**config.mk**
```make
export PLATFORM = sky130hd
export DESIGN_NAME = vc_rx_demux
export DESIGN_NICKNAME = d
export VERILOG_FILES = /design/src/rtl/vc_rx_pkg.sv /design/src/rtl/vc_rx_fifo.sv /design/src/rtl/vc_rx_demux.sv
export SDC_FILE = /design/constraint.sdc
export NUM_CORES = 1
export LEC_CHECK = 0
export CAP_MARGIN = 20
export CORE_MARGIN = 8
export CORE_UTILIZATION = 30
export DETAILED_ROUTE_END_ITERATION = 7
export PLACE_DENSITY = 0.55
export SYNTH_ARGS = -nofsm -noshare
export SYNTH_HDL_FRONTEND = slang
export SYNTH_SLANG_ARGS = --single-unit
```
**constraint.sdc**
```tcl
create_clock -name clk -period 3.5 [get_ports clk]
set_clock_uncertainty 0.2 [all_clocks]
set_input_delay 0.525 -clock clk [delete_from_list [all_inputs] [get_ports clk]]
set_output_delay 0.525 -clock clk [all_outputs]
set_load 0.03 [all_outputs]
```
**src/rtl/vc_rx_pkg.sv**
```systemverilog
// rtl/vc_rx_pkg.sv - shared types and helpers for the VC receive demux
package vc_rx_pkg;

   localparam int FLIT_DATA_W = 32;

   typedef enum logic {IDLE, LOCKED} rx_state_e;

   typedef struct packed {
      logic                   head;
      logic                   tail;
      logic [FLIT_DATA_W-1:0] data;
   } flit_t;

   function automatic int num_vc(input int vc_addr_width);
      return 1 << vc_addr_width;
   endfunction

endpackage

```
**src/rtl/vc_rx_fifo.sv**
```systemverilog
// rtl/vc_rx_fifo.sv - per-VC flit FIFO; a push while full is dropped even if popped that cycle
module vc_rx_fifo
   import vc_rx_pkg::*;
#(
   parameter int DEPTH = 4
) (
   input  logic  clk,
   input  logic  rst_n,
   input  logic  push_i,
   input  logic  pop_i,
   input  flit_t flit_i,
   output flit_t front_o,
   output logic  empty_o,
   output logic  full_o
);

   localparam int AW = $clog2(DEPTH);
   localparam logic [AW:0] FULL_COUNT = (AW+1)'(DEPTH);

   flit_t         mem_q [DEPTH];
   logic [AW-1:0] wr_ptr_q;
   logic [AW-1:0] rd_ptr_q;
   logic [AW:0]   count_q;
   logic          do_push;
   logic          do_pop;

   assign empty_o = (count_q == '0);
   assign full_o  = (count_q == FULL_COUNT);
   assign do_push = push_i && !full_o;
   assign do_pop  = pop_i && !empty_o;
   assign front_o = mem_q[rd_ptr_q];

   always_ff @(posedge clk) begin
      if (do_push) mem_q[wr_ptr_q] <= flit_i;
   end

   always_ff @(posedge clk or negedge rst_n) begin
      if (!rst_n) begin
         wr_ptr_q <= '0;
         rd_ptr_q <= '0;
         count_q  <= '0;
      end else begin
         if (do_push) wr_ptr_q <= wr_ptr_q + 1'b1;
         if (do_pop)  rd_ptr_q <= rd_ptr_q + 1'b1;
         case ({do_push, do_pop})
            2'b10:   count_q <= count_q + 1'b1;
            2'b01:   count_q <= count_q - 1'b1;
            default: count_q <= count_q;
         endcase
      end
   end

endmodule

```
**src/rtl/vc_rx_demux.sv**
```systemverilog
// rtl/vc_rx_demux.sv - per-VC buffering, credit return and packet-atomic round-robin merge
// Optional sticky credit-violation flags: VC_RX_OVF_CHECK_EN.
module vc_rx_demux
   import vc_rx_pkg::*;
#(
   parameter int WIDTH_DATA    = FLIT_DATA_W,
   parameter int VC_ADDR_WIDTH = 2,
   parameter int DEPTH         = 4,
   localparam int NUM_VC       = num_vc(VC_ADDR_WIDTH)
) (
   input  logic                     clk,
   input  logic                     rst_n,
   input  logic                     valid_in,
   input  logic                     head_in,
   input  logic                     tail_in,
   input  logic [VC_ADDR_WIDTH-1:0] vc_in,
   input  logic [WIDTH_DATA-1:0]    data_in,
   output logic [NUM_VC-1:0]        credit_out,
   output logic                     valid_out,
   output logic                     head_out,
   output logic                     tail_out,
   output logic [VC_ADDR_WIDTH-1:0] vc_out,
   output logic [WIDTH_DATA-1:0]    data_out,
   input  logic                     ready_in,
   output logic [NUM_VC-1:0]        overflow_out
);

   flit_t                     flit_in;
   flit_t                     front [NUM_VC];
   flit_t                     cur;
   logic [NUM_VC-1:0]         empty;
   logic [NUM_VC-1:0]         full;
   logic [NUM_VC-1:0]         push_vc;
   logic [NUM_VC-1:0]         pop_vc;
   logic [NUM_VC-1:0]         credit_q;
   rx_state_e                 state_q;
   logic [VC_ADDR_WIDTH-1:0]  rr_q;
   logic [VC_ADDR_WIDTH-1:0]  grant_q;
   logic [VC_ADDR_WIDTH-1:0]  pick_vc;
   logic [VC_ADDR_WIDTH-1:0]  arb_idx;
   logic                      pick_ok;
   logic                      xfer;

   assign flit_in.head = head_in;
   assign flit_in.tail = tail_in;
   assign flit_in.data = data_in;

   for (genvar v = 0; v < NUM_VC; v++) begin : g_vc
      assign push_vc[v] = valid_in && (vc_in == VC_ADDR_WIDTH'(v));
      assign pop_vc[v]  = xfer && (grant_q == VC_ADDR_WIDTH'(v));

      vc_rx_fifo #(.DEPTH(DEPTH)) u_fifo (
         .clk     (clk),
         .rst_n   (rst_n),
         .push_i  (push_vc[v]),
         .pop_i   (pop_vc[v]),
         .flit_i  (flit_in),
         .front_o (front[v]),
         .empty_o (empty[v]),
         .full_o  (full[v])
      );
   end

   // Output is only meaningful while locked; gating keeps idle outputs at zero.
   assign cur        = front[grant_q];
   assign valid_out  = (state_q == LOCKED) && !empty[grant_q];
   assign xfer       = valid_out && ready_in;
   assign head_out   = valid_out && cur.head;
   assign tail_out   = valid_out && cur.tail;
   assign vc_out     = valid_out ? grant_q : '0;
   assign data_out   = valid_out ? cur.data : '0;
   assign credit_out = credit_q;

   // Scan downward so the candidate closest to the RR pointer wins.
   always_comb begin
      pick_vc = '0;
      pick_ok = 1'b0;
      arb_idx = '0;
      for (int i = NUM_VC - 1; i >= 0; i--) begin
         arb_idx = rr_q + VC_ADDR_WIDTH'(i);
         if (!empty[arb_idx] && front[arb_idx].head) begin
            pick_vc = arb_idx;
            pick_ok = 1'b1;
         end
      end
   end

   always_ff @(posedge clk or negedge rst_n) begin
      if (!rst_n) begin
         state_q <= IDLE;
         rr_q    <= '0;
         grant_q <= '0;
      end else begin
         case (state_q)
            IDLE: begin
               if (pick_ok) begin
                  grant_q <= pick_vc;
                  state_q <= LOCKED;
               end
            end
            LOCKED: begin
               if (xfer && cur.tail) begin
                  state_q <= IDLE;
                  rr_q    <= grant_q + 1'b1;
               end
            end
            default: state_q <= IDLE;
         endcase
      end
   end

   always_ff @(posedge clk or negedge rst_n) begin
      if (!rst_n) credit_q <= '0;
      else        credit_q <= pop_vc;
   end

`ifdef VC_RX_OVF_CHECK_EN
   logic [NUM_VC-1:0] ovf_q;

   always_ff @(posedge clk or negedge rst_n) begin
      if (!rst_n) ovf_q <= '0;
      else        ovf_q <= ovf_q | (push_vc & full);
   end

   assign overflow_out = ovf_q;
`else
   assign overflow_out = '0;
`endif

endmodule

```
# ---- Word-level counts from Yosys, hierarchy flattened
# Memories as Yosys holds them, arrays and structs flattened.
# Cells that the tools add are included.
dict set report word_totals {
  register_bits 37
  out_inout_bits 45
  wordCells 174
  ram_bits 544
  latchBits 0
  n_memories 4
  mem_bits_ro 0
}
# memory words word_bits read_ports rd_ports_with_merged_regs wr line
set mem_list {}
lappend mem_list {{g_vc[0].u_fifo.mem_q} 4 34 1 0 1 vc_rx_fifo.sv:20} ;# flit_t mem_q [DEPTH];
lappend mem_list {{g_vc[1].u_fifo.mem_q} 4 34 1 0 1 vc_rx_fifo.sv:20}
lappend mem_list {{g_vc[2].u_fifo.mem_q} 4 34 1 0 1 vc_rx_fifo.sv:20}
lappend mem_list {{g_vc[3].u_fifo.mem_q} 4 34 1 0 1 vc_rx_fifo.sv:20}
dict set report op_classes {
  mul 0
  magnitude_cmp 10
  shift 0
  n_reduce_logical 50
  n_addsub 20
  div 0
  bitwise_logic 6
  n_mux 50
  eq_ne 18
}
# cell count
set op_table {}
lappend op_table {{34-bit binary-select mux with 2-bit select} 5}
lappend op_table {{34-bit 2-to-1 mux} 10}
lappend op_table {{32-bit 2-to-1 mux} 1}
lappend op_table {{1-bit logical AND} 25}
lappend op_table {{3-bit case mux with 2 select lines} 4}
lappend op_table {{2-bit by 1-bit adder with 2-bit output, second input constant} 10}
lappend op_table {{1-bit 2-to-1 mux} 19}
lappend op_table {{2-bit equality test, second input constant} 8}
lappend op_table {{3-bit greater-or-equal comparator, second input constant} 5}
lappend op_table {{2-bit by 3-bit less-than comparator with 1-bit output, second input constant} 5}
lappend op_table {{2-bit inverter with 3-bit output} 5}
lappend op_table {{1-bit logical NOT} 13}
lappend op_table {{3-bit by 1-bit adder with 3-bit output, second input constant} 4}
lappend op_table {{2-bit by 1-bit equality test with 1-bit output, second input constant} 6}
lappend op_table {{3-bit equality test, second input constant} 4}
lappend op_table {{3-bit logical NOT} 4}
lappend op_table {{3-bit by 1-bit subtractor with 3-bit output, second input constant} 4}
lappend op_table {{1-bit binary-select mux with 2-bit select} 5}
lappend op_table {{2-bit 2-to-1 mux} 5}
lappend op_table {{2-bit nonzero test} 4}
lappend op_table {{2-bit adder, second input constant} 2}
lappend op_table {{2-bit logical NOT} 2}
lappend op_table {{2-bit AND reduction} 2}
lappend op_table {{1-bit case mux with 2 select lines} 1}
lappend op_table {{1-bit inverter} 1}

# ---- Logic depth before layout (Yosys ltp)
# Gate-level depths: netlist (run 1).
dict set report logic_depth {
  depth_word 12
  mapped_depth 11
}

# ---- By module
# A second synthesis (run 1) with hierarchy kept.
dict set report unflattened {
  hier_cells 1002
  area_unflattened_um2 23223.5
}
# module cells_each area_each_um2 n_inst
set by_module_without_submodules {}
lappend by_module_without_submodules {vc_rx_fifo 215 5385.2 4}
lappend by_module_without_submodules {vc_rx_demux 142 1682.9 1}

# ---- Least setup slack after synthesis (run 1)
# No wires, ideal clock.
dict set report synth_timing {
  path_kind {reg2out}
  startpoint {reg state_q}
  endpoint {out data_out[22]}
  path_slack_ps 545
  n_path_buf 2
  required_ps 2775
  stages_incl_launch_ff 8
  t_arrival_ps 2230
  path_cell_list {dfrtp_1 -> clkbuf_1 -> nand2_1 -> a211oi_2 -> a31oi_4 -> inv_4 -> clkbuf_1 -> and2_1}
}
dict set report synth_between {
  elab_chain_len 2
}
# element line
set synth_lines {}
lappend synth_lines {{start: declaration} vc_rx_demux.sv:36} ;# rx_state_e state_q;
lappend synth_lines {{start signal: assignment} vc_rx_demux.sv:90} ;# state_q <= IDLE;
lappend synth_lines {{start signal: assignment} vc_rx_demux.sv:98} ;# state_q <= LOCKED;
lappend synth_lines {{start signal: assignment} vc_rx_demux.sv:103} ;# state_q <= IDLE;
lappend synth_lines {{1-bit logical AND} vc_rx_demux.sv:66} ;# assign valid_out = (state_q == LOCKED) && !empty[grant_q];
lappend synth_lines {{net valid_out} vc_rx_demux.sv:19} ;# output logic valid_out,
lappend synth_lines {{32-bit 2-to-1 mux} vc_rx_demux.sv:71} ;# assign data_out = valid_out ? cur.data : '0;
lappend synth_lines {{end: declaration} vc_rx_demux.sv:23} ;# output logic [WIDTH_DATA-1:0] data_out,
# The timed path passes the listed nets, and every way through them passes these cells.

# ---- Final worst setup path (run 1)
dict set report layout_timing {
  startpoint {reg g_vc[3].u_fifo.rd_ptr_q[0]}
  endpoint {out data_out[22]}
}
dict set report layout_between {
  elab_chain_len 5
}
# element line
set layout_lines {}
lappend layout_lines {{start: declaration} vc_rx_fifo.sv:22} ;# logic [AW-1:0] rd_ptr_q;
lappend layout_lines {{start signal: assignment} vc_rx_fifo.sv:44} ;# if (do_pop) rd_ptr_q <= rd_ptr_q + 1'b1;
lappend layout_lines {{memory 4 x 34 bit} n/a}
lappend layout_lines {{34-bit binary-select mux with 2-bit select} vc_rx_demux.sv:65} ;# assign cur = front[grant_q];
lappend layout_lines {{34-bit 2-to-1 mux (not written as such) (2 in series)} vc_rx_demux.sv:65}
lappend layout_lines {{32-bit 2-to-1 mux} vc_rx_demux.sv:71}
# No other way between the ends. The select of a mux whose other input is x is not followed.

==> run_results.csv, run 1 <==
group,metric,value,unit
grt,grt_max_degree,41,
grt,antenna_found_initial,4,
sta,fin_crit_sh,98.7,%
route,dr.pass1.iters,5,
place,dp.cells,2064,
logic_synthesis,ys_seq_elements,581,
cts,clock_latency,0.60,ns
logic_synthesis,ys.flop_type,"edfxtp_1",
place,gp_congestion,0.718,
final_layout,nNetsFinal,1238,
sta,hold_slack,0.308,ns
power,total_leakage_power,9.06,nW
route,wl,54800,µm
cts,cts_root_buf,"clkbuf_16",
logic_synthesis,synth_cell_type_count,47,
sta,rsz0062_at_grt,"yes",
route,antenna_left,0,
floorplan,dieWidth,292,µm
sta,report.final.slew_viol_count,0,
logic_synthesis,synth_mux_area_share,17.0,%
logic_synthesis,syn_area_per_cell,22.7,µm²
route,num_vias,10600,
cts,h-tree-depth,2,
power,vdd_drop_max,0.000479,V
logic_synthesis,yosys_warnings,0,
grt,grt_pass1_wl,79000,µm
final_layout,multi_input_area,0.00535,mm²
route,drc,0,
sta,fmax,290,MHz
route,via_per_inst,4.84,
floorplan,core-area,0.0758,mm²
logic_synthesis,synth-simple-area-share,2.69,%
critical_path,arrival,2.73,ns
logic_synthesis,synth_compound_area_share,0.753,%
logic_synthesis,synth_edf_count,544,
cts,cts_tree,"done",
logic_synthesis,synth_common_cells,"edfxtp_1, mux4_2, and2_1",
power,powerDensity,853,mW/mm²
cts,cts.sinks,581,
final_layout,utilization,36.8,%
place,place_hpwl,29600,µm
sta,max-slew-margin-rel,39.2,%
logic_synthesis,synth_top_area_share,71.3,%
floorplan,row_count,101,
logic_synthesis,synth_top_family_by_area,"multiplexers",
logic_synthesis,syn-cell-area,0.0229,mm²
grt,grt_pass1_vias,11400,
critical_path,start_kind,"flip-flop",
sta,fin_tns_setup,0,ns
final_layout,drive_gt1_share,33.4,%
logic_synthesis,syn_inst,1010,
floorplan,io_pins,85,
hold_path,hold_path_class,"flip-flop to flip-flop",
floorplan,start_util,30.2,%
final_layout,final_cells,2199,
floorplan,die_h,292,µm
sta,period_needed,3.45,ns
critical_path,cp_data_required_time,2.77,ns
route,drt_iter0_markers,850,
critical_path,crit_type,"flip-flop to output pin",
cts,clockBufferDepth,3,
sta,hold_viol,0,
place,port_buffers,80,
final_layout,regArea,0.0173,mm²
logic_synthesis,ys_seq_area_share,75.3,%
sta,fin_ws,0.0471,ns
logic_synthesis,synth-xor-area-share,0.917,%
floorplan,dieArea,0.0855,mm²
critical_path,critPathMaxFanout,8,
logic_synthesis,synth_area_leaders,"edfxtp_1, mux4_2, dfrtp_1",
cts,clkTransAtPathRegs,0.07,ns
sta,tightest_slew,0.912,ns
grt,gr-total-overflow,0,
cts,numCtsBuffers,59,
final_layout,area_delta_synth_final,21.7,%
run_status,outcome,"completed",
sta,setup_violations,0,
place,dp_slack,0.310,ns
final_layout,fillers,6896,
logic_synthesis,synthAdderAreaFrac,1.66,%
job,maxCapViolCount,0,
critical_path,worst_setup_path_end_kind,"output pin",
grt,grt_usage,12.5,%
logic_synthesis,yosys.area.top_type,"edfxtp_1",
logic_synthesis,yosysMostFrequentCell,"edfxtp_1",
route,wl_per_cell,24.9,µm
logic_synthesis,synthArstFlopShare,6.37,%
-- cell families (layout without fill, tap and decap cells) --
logic type | Yosys count | after routing
xor+xnor | 24 | 24
buf+inv | 76 | 282
other cells | 1 | 6
mux | 175 | 175
compound gates | 22 | 22
flops | 581 | 581
simple gates | 103 | 103
fa+ha+maj | 28 | 28
-- sequential cells by signal (all words and copies together) (netlist names) --
name,count
credit_out,4
rr_q,2
g_vc.u_fifo.count_q,12
grant_q,2
state_q,1
g_vc.u_fifo.wr_ptr_q,8
g_vc.u_fifo.rd_ptr_q,8
g_vc.u_fifo.mem_q,544
-- critical path, stage by stage (launching register included) --
cell	delay, ns
dfrtp_2	0.37
buf_12	0.17
buf_16	0.19
mux4_2	0.52
mux4_2	0.52
and2_4	0.19
buf_12	0.13
-- path summary, 6_finish.rpt --
check                           slack (ns)                  startpoint                         end  cells after the start
worst max-delay path                  0.05  g_vc[3].u_fifo.rd_ptr_q[0]                data_out[22]                      6
max in group asynchronous             2.01                       rst_n  g_vc[0].u_fifo.rd_ptr_q[1]                      2
worst min register to register        0.31   g_vc[2].u_fifo.count_q[2]   g_vc[2].u_fifo.count_q[2]                      1
worst min-delay path                  0.31   g_vc[2].u_fifo.count_q[2]   g_vc[2].u_fifo.count_q[2]                      1
worst max register to register        0.46                  grant_q[1]   g_vc[3].u_fifo.count_q[2]                     11
min in group asynchronous             0.41                       rst_n   g_vc[0].u_fifo.count_q[2]                      2
-- stage by stage --
stage               power (mW)  cell area, µm²
floorplan                 13.6           22900
global placement          17.3           25600
detailed placement        17.4           25600
CTS                       23.9           27800
global route              24.9           27900
finish                    23.8           27900
-- where the power goes --
part | total, mW | leakage (nW) | switching, mW | internal [mW]
clock | 5.80 | 0.851 | 2.52 | 3.28
combinational | 9.40 | 2.86 | 4.46 | 4.94
sequential | 8.58 | 5.35 | 0.393 | 8.19
total | 23.8 | 9.06 | 7.38 | 16.4
-- layer usage --
layer	up-vias	track usage, %	wire length, µm
met2	295	21.4	27700
li1	4498	-	-
met5	-	0	11
met3	79	2.27	2650
met4	2	3.95	1340
met1	5765	16.0	23000
-- cell type report --
| cell class | count | area share [%] |
|---|---|---|
| multi-input combinational | 356 | 19.2 |
| tap | 978 | 4.39 |
| inverter | 28 | 0.395 |
| clock inverter | 27 | 0.543 |
| clock buffer | 83 | 5.80 |
| sequential | 581 | 62.0 |
| antenna | 2 | 0.0179 |
| timing repair buffer | 144 | 7.72 |
-- placed cells by master, fill, tap and decap left out, types with 21 or more instances in the layout --
| cell | synthesis | final |
|---|---|---|
| edfxtp_1 | 544 | 544 |
| mux4_2 | 170 | 170 |
| clkbuf_16 | 0 | 65 |
| buf_12 | 0 | 56 |
| clkdlybuf4s50_1 | 0 | 44 |
| and2_4 | 10 | 30 |
| dfrtp_1 | 37 | 28 |
| inv_1 | 26 | 26 |
| buf_4 | 13 | 26 |
| ha_1 | 24 | 24 |
| clkbuf_1 | 20 | 21 |
-- what timing repair did --
action,CTS,global route
cloned,7,4
resized for setup,24,13
setup endpoints to repair,34,34
setup buffers,8,4
hold endpoints to repair,37,0
hold buffers,1,0
pin swaps,0,1
Power figures use the tool's default switching activity.
==> run 2: changes to the inputs <==
--- a/config.mk
+++ b/config.mk
@@ -6,10 +6,11 @@
 export NUM_CORES = 1
 export LEC_CHECK = 0
 export CAP_MARGIN = 20
-export CORE_MARGIN = 8
+export CORE_MARGIN = 5
 export CORE_UTILIZATION = 30
 export DETAILED_ROUTE_END_ITERATION = 7
 export PLACE_DENSITY = 0.55
+export SLEW_MARGIN = 15
 export SYNTH_ARGS = -nofsm -noshare
 export SYNTH_HDL_FRONTEND = slang
 export SYNTH_SLANG_ARGS = --single-unit
==> run_results.csv, run 2 (synthesis results as in run 1) <==
group,metric,value,unit
run_status,outcome,"completed",
sta,max-slew-margin-rel,41.3,%
floorplan,io_pins,85,
grt,gr-total-overflow,0,
critical_path,cp_data_required_time,2.77,ns
hold_path,hold_path_depth,1,
sta,report.final.slew_viol_count,0,
final_layout,final_cell_mix,"edfxtp_1, mux4_2, clkbuf_16, buf_12, clkdlybuf4s50_1",
route,antenna_left,0,
floorplan,dieArea,0.0820,mm²
final_layout,layout_commonest_cell,"edfxtp_1",
critical_path,path_buf_inv,3,
floorplan,core-area,0.0758,mm²
floorplan,row_count,101,
sta,fmax,287,MHz
route,drt_iter0_markers,865,
route,num_vias,10800,
critical_path,reg2reg_depth,11,
floorplan,die_h,286,µm
cts,clockBufferDepth,3,
critical_path,arrival,2.76,ns
final_layout,reg_top3,"g_vc.u_fifo.mem_q x544, g_vc.u_fifo.count_q x12",
place,gp_congestion,0.745,
floorplan,dieWidth,286,µm
critical_path,cpPeakStageDelay,0.52,ns
route,wl,56800,µm
sta,setup_violations,0,
final_layout,fillers,6877,
final_layout,nNetsFinal,1252,
place,dp.cells,2074,
route,dr.pass1.iters,5,
hold_path,hold_path_class,"flip-flop to flip-flop",
power,total_power,24.2,mW
cts,clock_latency,0.61,ns
critical_path,worst_setup_path_end_kind,"output pin",
grt,antenna_found_initial,4,
grt,grt_usage,13.6,%
critical_path,path_cells,"buf_12, buf_16, mux4_2, mux4_2, and2_4, buf_12",
route,wl_per_cell,25.7,µm
cts,cts_root_buf,"clkbuf_16",
place,port_buffers,80,
power,total_leakage_power,9.20,nW
critical_path,crit_type,"flip-flop to output pin",
power,powerDensity,859,mW/mm²
critical_path,cpLargestDelayFamily,"multiplexers",
final_layout,drive_gt1_share,34.4,%
critical_path,start_kind,"flip-flop",
cts,numCtsBuffers,59,
cts,clkTransAtPathRegs,0.06,ns
final_layout,area_delta_synth_final,22.7,%
critical_path,critPathMaxFanout,5,
grt,grt_pass1_wl,80900,µm
floorplan,start_util,30.2,%
final_layout,final_cells,2209,
power,vdd_drop_max,0.000523,V
place,place_hpwl,30000,µm
final_layout,top_register,"g_vc.u_fifo.mem_q",
critical_path,worst_path_max_delay_cell,"dfrtp_4",
sta,fin_crit_sh,99.5,%
grt,grt_pass1_vias,11300,
sta,period_needed,3.48,ns
grt,grt_max_degree,41,
final_layout,largest_reg_flops,544,
cts,cts_tree,"done",
route,drc,0,
sta,hold_viol,0,
sta,rsz0062_at_grt,"yes",
cts,h-tree-depth,2,
sta,tightest_slew,0.881,ns
cts,cts.sinks,581,
route,via_per_inst,4.87,
job,maxCapViolCount,0,
critical_path,path_depth,6,
## run 2: cell types whose count changed in the layout (fill, tap and decap cells not counted), sizes merged
| cell | previous run | this run |
|---|---|---|
| buf | 95 | 107 |
| clkbuf | 87 | 77 |
| clkinv | 23 | 29 |
| bufinv | 1 | 4 |
| clkinvlp | 3 | 1 |
| inv | 28 | 29 |
## run 2: repair_timing
item | 4_1_cts | 5_1_grt
resized for setup | 23 | 21
cloned | 6 | 7
buffers inserted | 7 | 6
hold buffers | 1 | 0
endpoints found under the hold margin | 37 | 0
endpoints found under the setup margin | 34 | 31
## run 2: area by class of cell
type,count,area (µm²),share of cell area [%]
clock inverters,35,280,0.997
well taps,978,1220,4.35
multi-input cells,356,5340,19.0
clock buffers,71,1540,5.49
inverters,28,113,0.400
repair buffers,158,2340,8.32
flip-flops and latches,581,17300,61.4
diodes,2,5.00,0.0178
## run 2: routing by layer
metal  global-route usage [%]  part of all wire, %
met5                        0                    0
met2                     23.0                   50
met1                     18.4                   43
met3                     2.51                  5.5
met4                     3.10                  1.7
## run 2: report_power, final
part           leakage, nW  internal [mW]  switching, mW  total (mW)
Clock                0.893           3.41           2.54        5.95
Sequential            5.35           8.19          0.316        8.50
Combinational         2.95           5.04           4.66        9.70
Total                 9.20           16.6           7.52        24.2
## run 2: worst paths after layout
kind	startpoint	to	slack [ns]
worst max register to register	grant_q[1]	g_vc[3].u_fifo.count_q[2]	0.49
worst min-delay path	g_vc[2].u_fifo.count_q[0]	g_vc[2].u_fifo.count_q[0]	0.30
worst min register to register	g_vc[2].u_fifo.count_q[0]	g_vc[2].u_fifo.count_q[0]	0.30
max in group asynchronous	rst_n	g_vc[3].u_fifo.rd_ptr_q[1]	2.07
min in group asynchronous	rst_n	g_vc[0].u_fifo.wr_ptr_q[0]	0.38
worst max-delay path	g_vc[0].u_fifo.rd_ptr_q[0]	data_out[18]	0.02
## run 2: per-stage QoR
stage	instance area, µm²	hold WS [ns]	TNS [ns]	util (%)	setup WS, ns
after floorplan	22900	0.0294	0	-	0.545
after global placement	25700	0.287	0	33.9	0.373
after detailed placement	25700	0.295	0	33.9	0.351
after CTS	27800	0.307	-0.270	36.7	-0.0538
after global routing	28100	0.335	-0.295	37.1	-0.0391
final	28100	0.302	0	37.1	0.0178
==> run 3: changes to the inputs <==
--- a/config.mk
+++ b/config.mk
@@ -5,10 +5,11 @@
 export SDC_FILE = /design/constraint.sdc
 export NUM_CORES = 1
 export LEC_CHECK = 0
-export CAP_MARGIN = 20
+export CAP_MARGIN = 5
 export CORE_MARGIN = 5
 export CORE_UTILIZATION = 30
 export DETAILED_ROUTE_END_ITERATION = 7
+export GPL_TIMING_DRIVEN = 0
 export PLACE_DENSITY = 0.55
 export SLEW_MARGIN = 15
 export SYNTH_ARGS = -nofsm -noshare
==> run_results.csv, run 3 (synthesis results as in run 1) <==
group,metric,value,unit
run_status,outcome,"completed",
job,maxCapViolCount,0,
grt,grt_usage,13.1,%
sta,period_needed,3.48,ns
route,drc,0,
cts,h-tree-depth,2,
critical_path,arrival,2.76,ns
power,powerDensity,844,mW/mm²
floorplan,dieWidth,286,µm
cts,clockBufferDepth,3,
cts,cts.sinks,581,
place,place_hpwl,30400,µm
floorplan,dieArea,0.0820,mm²
sta,fmax,287,MHz
critical_path,critPathMaxFanout,9,
route,num_vias,10600,
cts,numCtsBuffers,56,
place,dp.cells,2076,
floorplan,die_h,286,µm
place,port_buffers,80,
place,placed_cell_area,0.0251,mm²
power,seqPwrFrac,36.6,%
power,vdd_drop_max,0.000438,V
final_layout,nNetsFinal,1243,
sta,setup_violations,0,
grt,grt_max_degree,35,
sta,fin_tns_setup,0,ns
critical_path,crit_type,"flip-flop to output pin",
grt,grt_pass1_wl,78400,µm
sta,tightest_slew,0.794,ns
floorplan,row_count,101,
final_layout,fillers,6920,
route,drt_iter0_markers,952,
route,wl,54100,µm
floorplan,io_pins,85,
final_layout,n_antenna_cell,0,
hold_path,hold_path_class,"input port to async pin",
power,p_sw,7.23,mW
route,via_per_inst,4.80,
final_layout,final_cell_mix,"edfxtp_1, mux4_2, clkbuf_16, clkdlybuf4s50_1, dfrtp_1",
cts,cts_root_buf,"clkbuf_16",
final_layout,utilization,36.4,%
grt,antenna_found_initial,2,
grt,gr-total-overflow,0,
cts,clock_latency,0.60,ns
critical_path,cp_data_required_time,2.77,ns
route,antenna_left,0,
critical_path,worst_setup_path_end_kind,"output pin",
sta,max-slew-margin-rel,47.1,%
power,p_int,16.1,mW
final_layout,layout_commonest_cell,"edfxtp_1",
sta,rsz0062_at_grt,"yes",
floorplan,start_util,30.2,%
route,wl_per_cell,24.6,µm
final_layout,final_cells,2198,
power,total_leakage_power,9.07,nW
sta,hold_viol,0,
power,combPwrFrac,35.3,%
cts,cts_tree,"done",
sta,fin_crit_sh,99.5,%
final_layout,drive_gt1_share,33.9,%
critical_path,reg2reg_depth,11,
floorplan,core-area,0.0758,mm²
power,switching_share,31.0,%
final_layout,area_delta_synth_final,20.4,%
grt,grt_pass1_vias,11400,
final_layout,fin_area,0.0276,mm²
route,dr.pass1.iters,5,
final_layout,largest_reg_flops,544,
power,p_clk_share,28.1,%
final_layout,reg_top3,"g_vc.u_fifo.mem_q x544, g_vc.u_fifo.count_q x12",
critical_path,start_kind,"flip-flop",
sta,report.final.slew_viol_count,0,
place,gp_congestion,0.714,
final_layout,top_register,"g_vc.u_fifo.mem_q",
power,total_power,23.3,mW
cts,clkTransAtPathRegs,0.06,ns
run 3: layout make-up:
class                      count  area [µm²]  share of cell area, %
sequential                   581       17300                   62.5
multi-input combinational    356        5340                   19.3
clock buffer                  69        1550                   5.62
tap                          978        1220                   4.43
timing repair buffer         109        1030                   3.73
buffer                        43         621                   2.25
clock inverter                34         467                   1.69
inverter                      28         110                  0.399
run 3: through the flow:
step,setup slack (ns),hold slack [ns]
2_1_floorplan,0.545,0.0294
6_report,0.0176,0.124
5_1_grt,-0.0674,0.130
3_5_place_dp,-0.610,0.204
3_3_place_gp,-1.01,0.283
4_1_cts,-0.0631,0.115
run 3: worst paths after layout:
| check | from | end | slack (ns) |
|---|---|---|---|
| setup / recovery | g_vc[1].u_fifo.rd_ptr_q[0] | data_out[7] | 0.02 |
| hold / removal | rst_n | g_vc[0].u_fifo.count_q[0] | 0.12 |
| setup reg to reg | grant_q[1] | g_vc[0].u_fifo.count_q[2] | 0.37 |
| max in group asynchronous | rst_n | g_vc[2].u_fifo.rd_ptr_q[1] | 2.52 |
| hold reg to reg | g_vc[2].u_fifo.count_q[0] | g_vc[2].u_fifo.count_q[0] | 0.31 |
| min in group clk | g_vc[2].u_fifo.count_q[0] | g_vc[2].u_fifo.count_q[0] | 0.31 |
run 3: repair_timing:
action,4_1_cts,5_1_grt
hold buffers,1,0
gates resized for setup,281,19
setup endpoints to repair,36,21
gates cloned,1,2
hold endpoints to repair,37,0
setup buffers,8,13
pin swaps,1,1
run 3: power by group through the flow:
stage	Sequential [mW]	Combinational, mW	Clock [mW]
floorplan	8.50	5.14	0
global placement	8.54	7.85	0
detailed placement	8.55	7.96	0
CTS	8.52	8.13	6.68
global route	8.58	8.80	6.98
finish	8.53	8.21	6.55
run 3: metal layers:
metal | global-route usage [%] | wire length (µm) | vias up
li1 | - | - | 4501
met1 | 17.0 | 22700 | 5743
met2 | 22.8 | 27900 | 227
met3 | 2.59 | 2330 | 80
met4 | 2.95 | 1120 | 2
met5 | 0 | 7 | -
run 3: critical path: stages (launching register included):
cell     delay, ns
dfrtp_1       0.37
buf_12        0.18
buf_16        0.17
buf_12        0.11
mux4_2        0.48
mux4_2        0.47
and2_1        0.18
buf_2         0.18
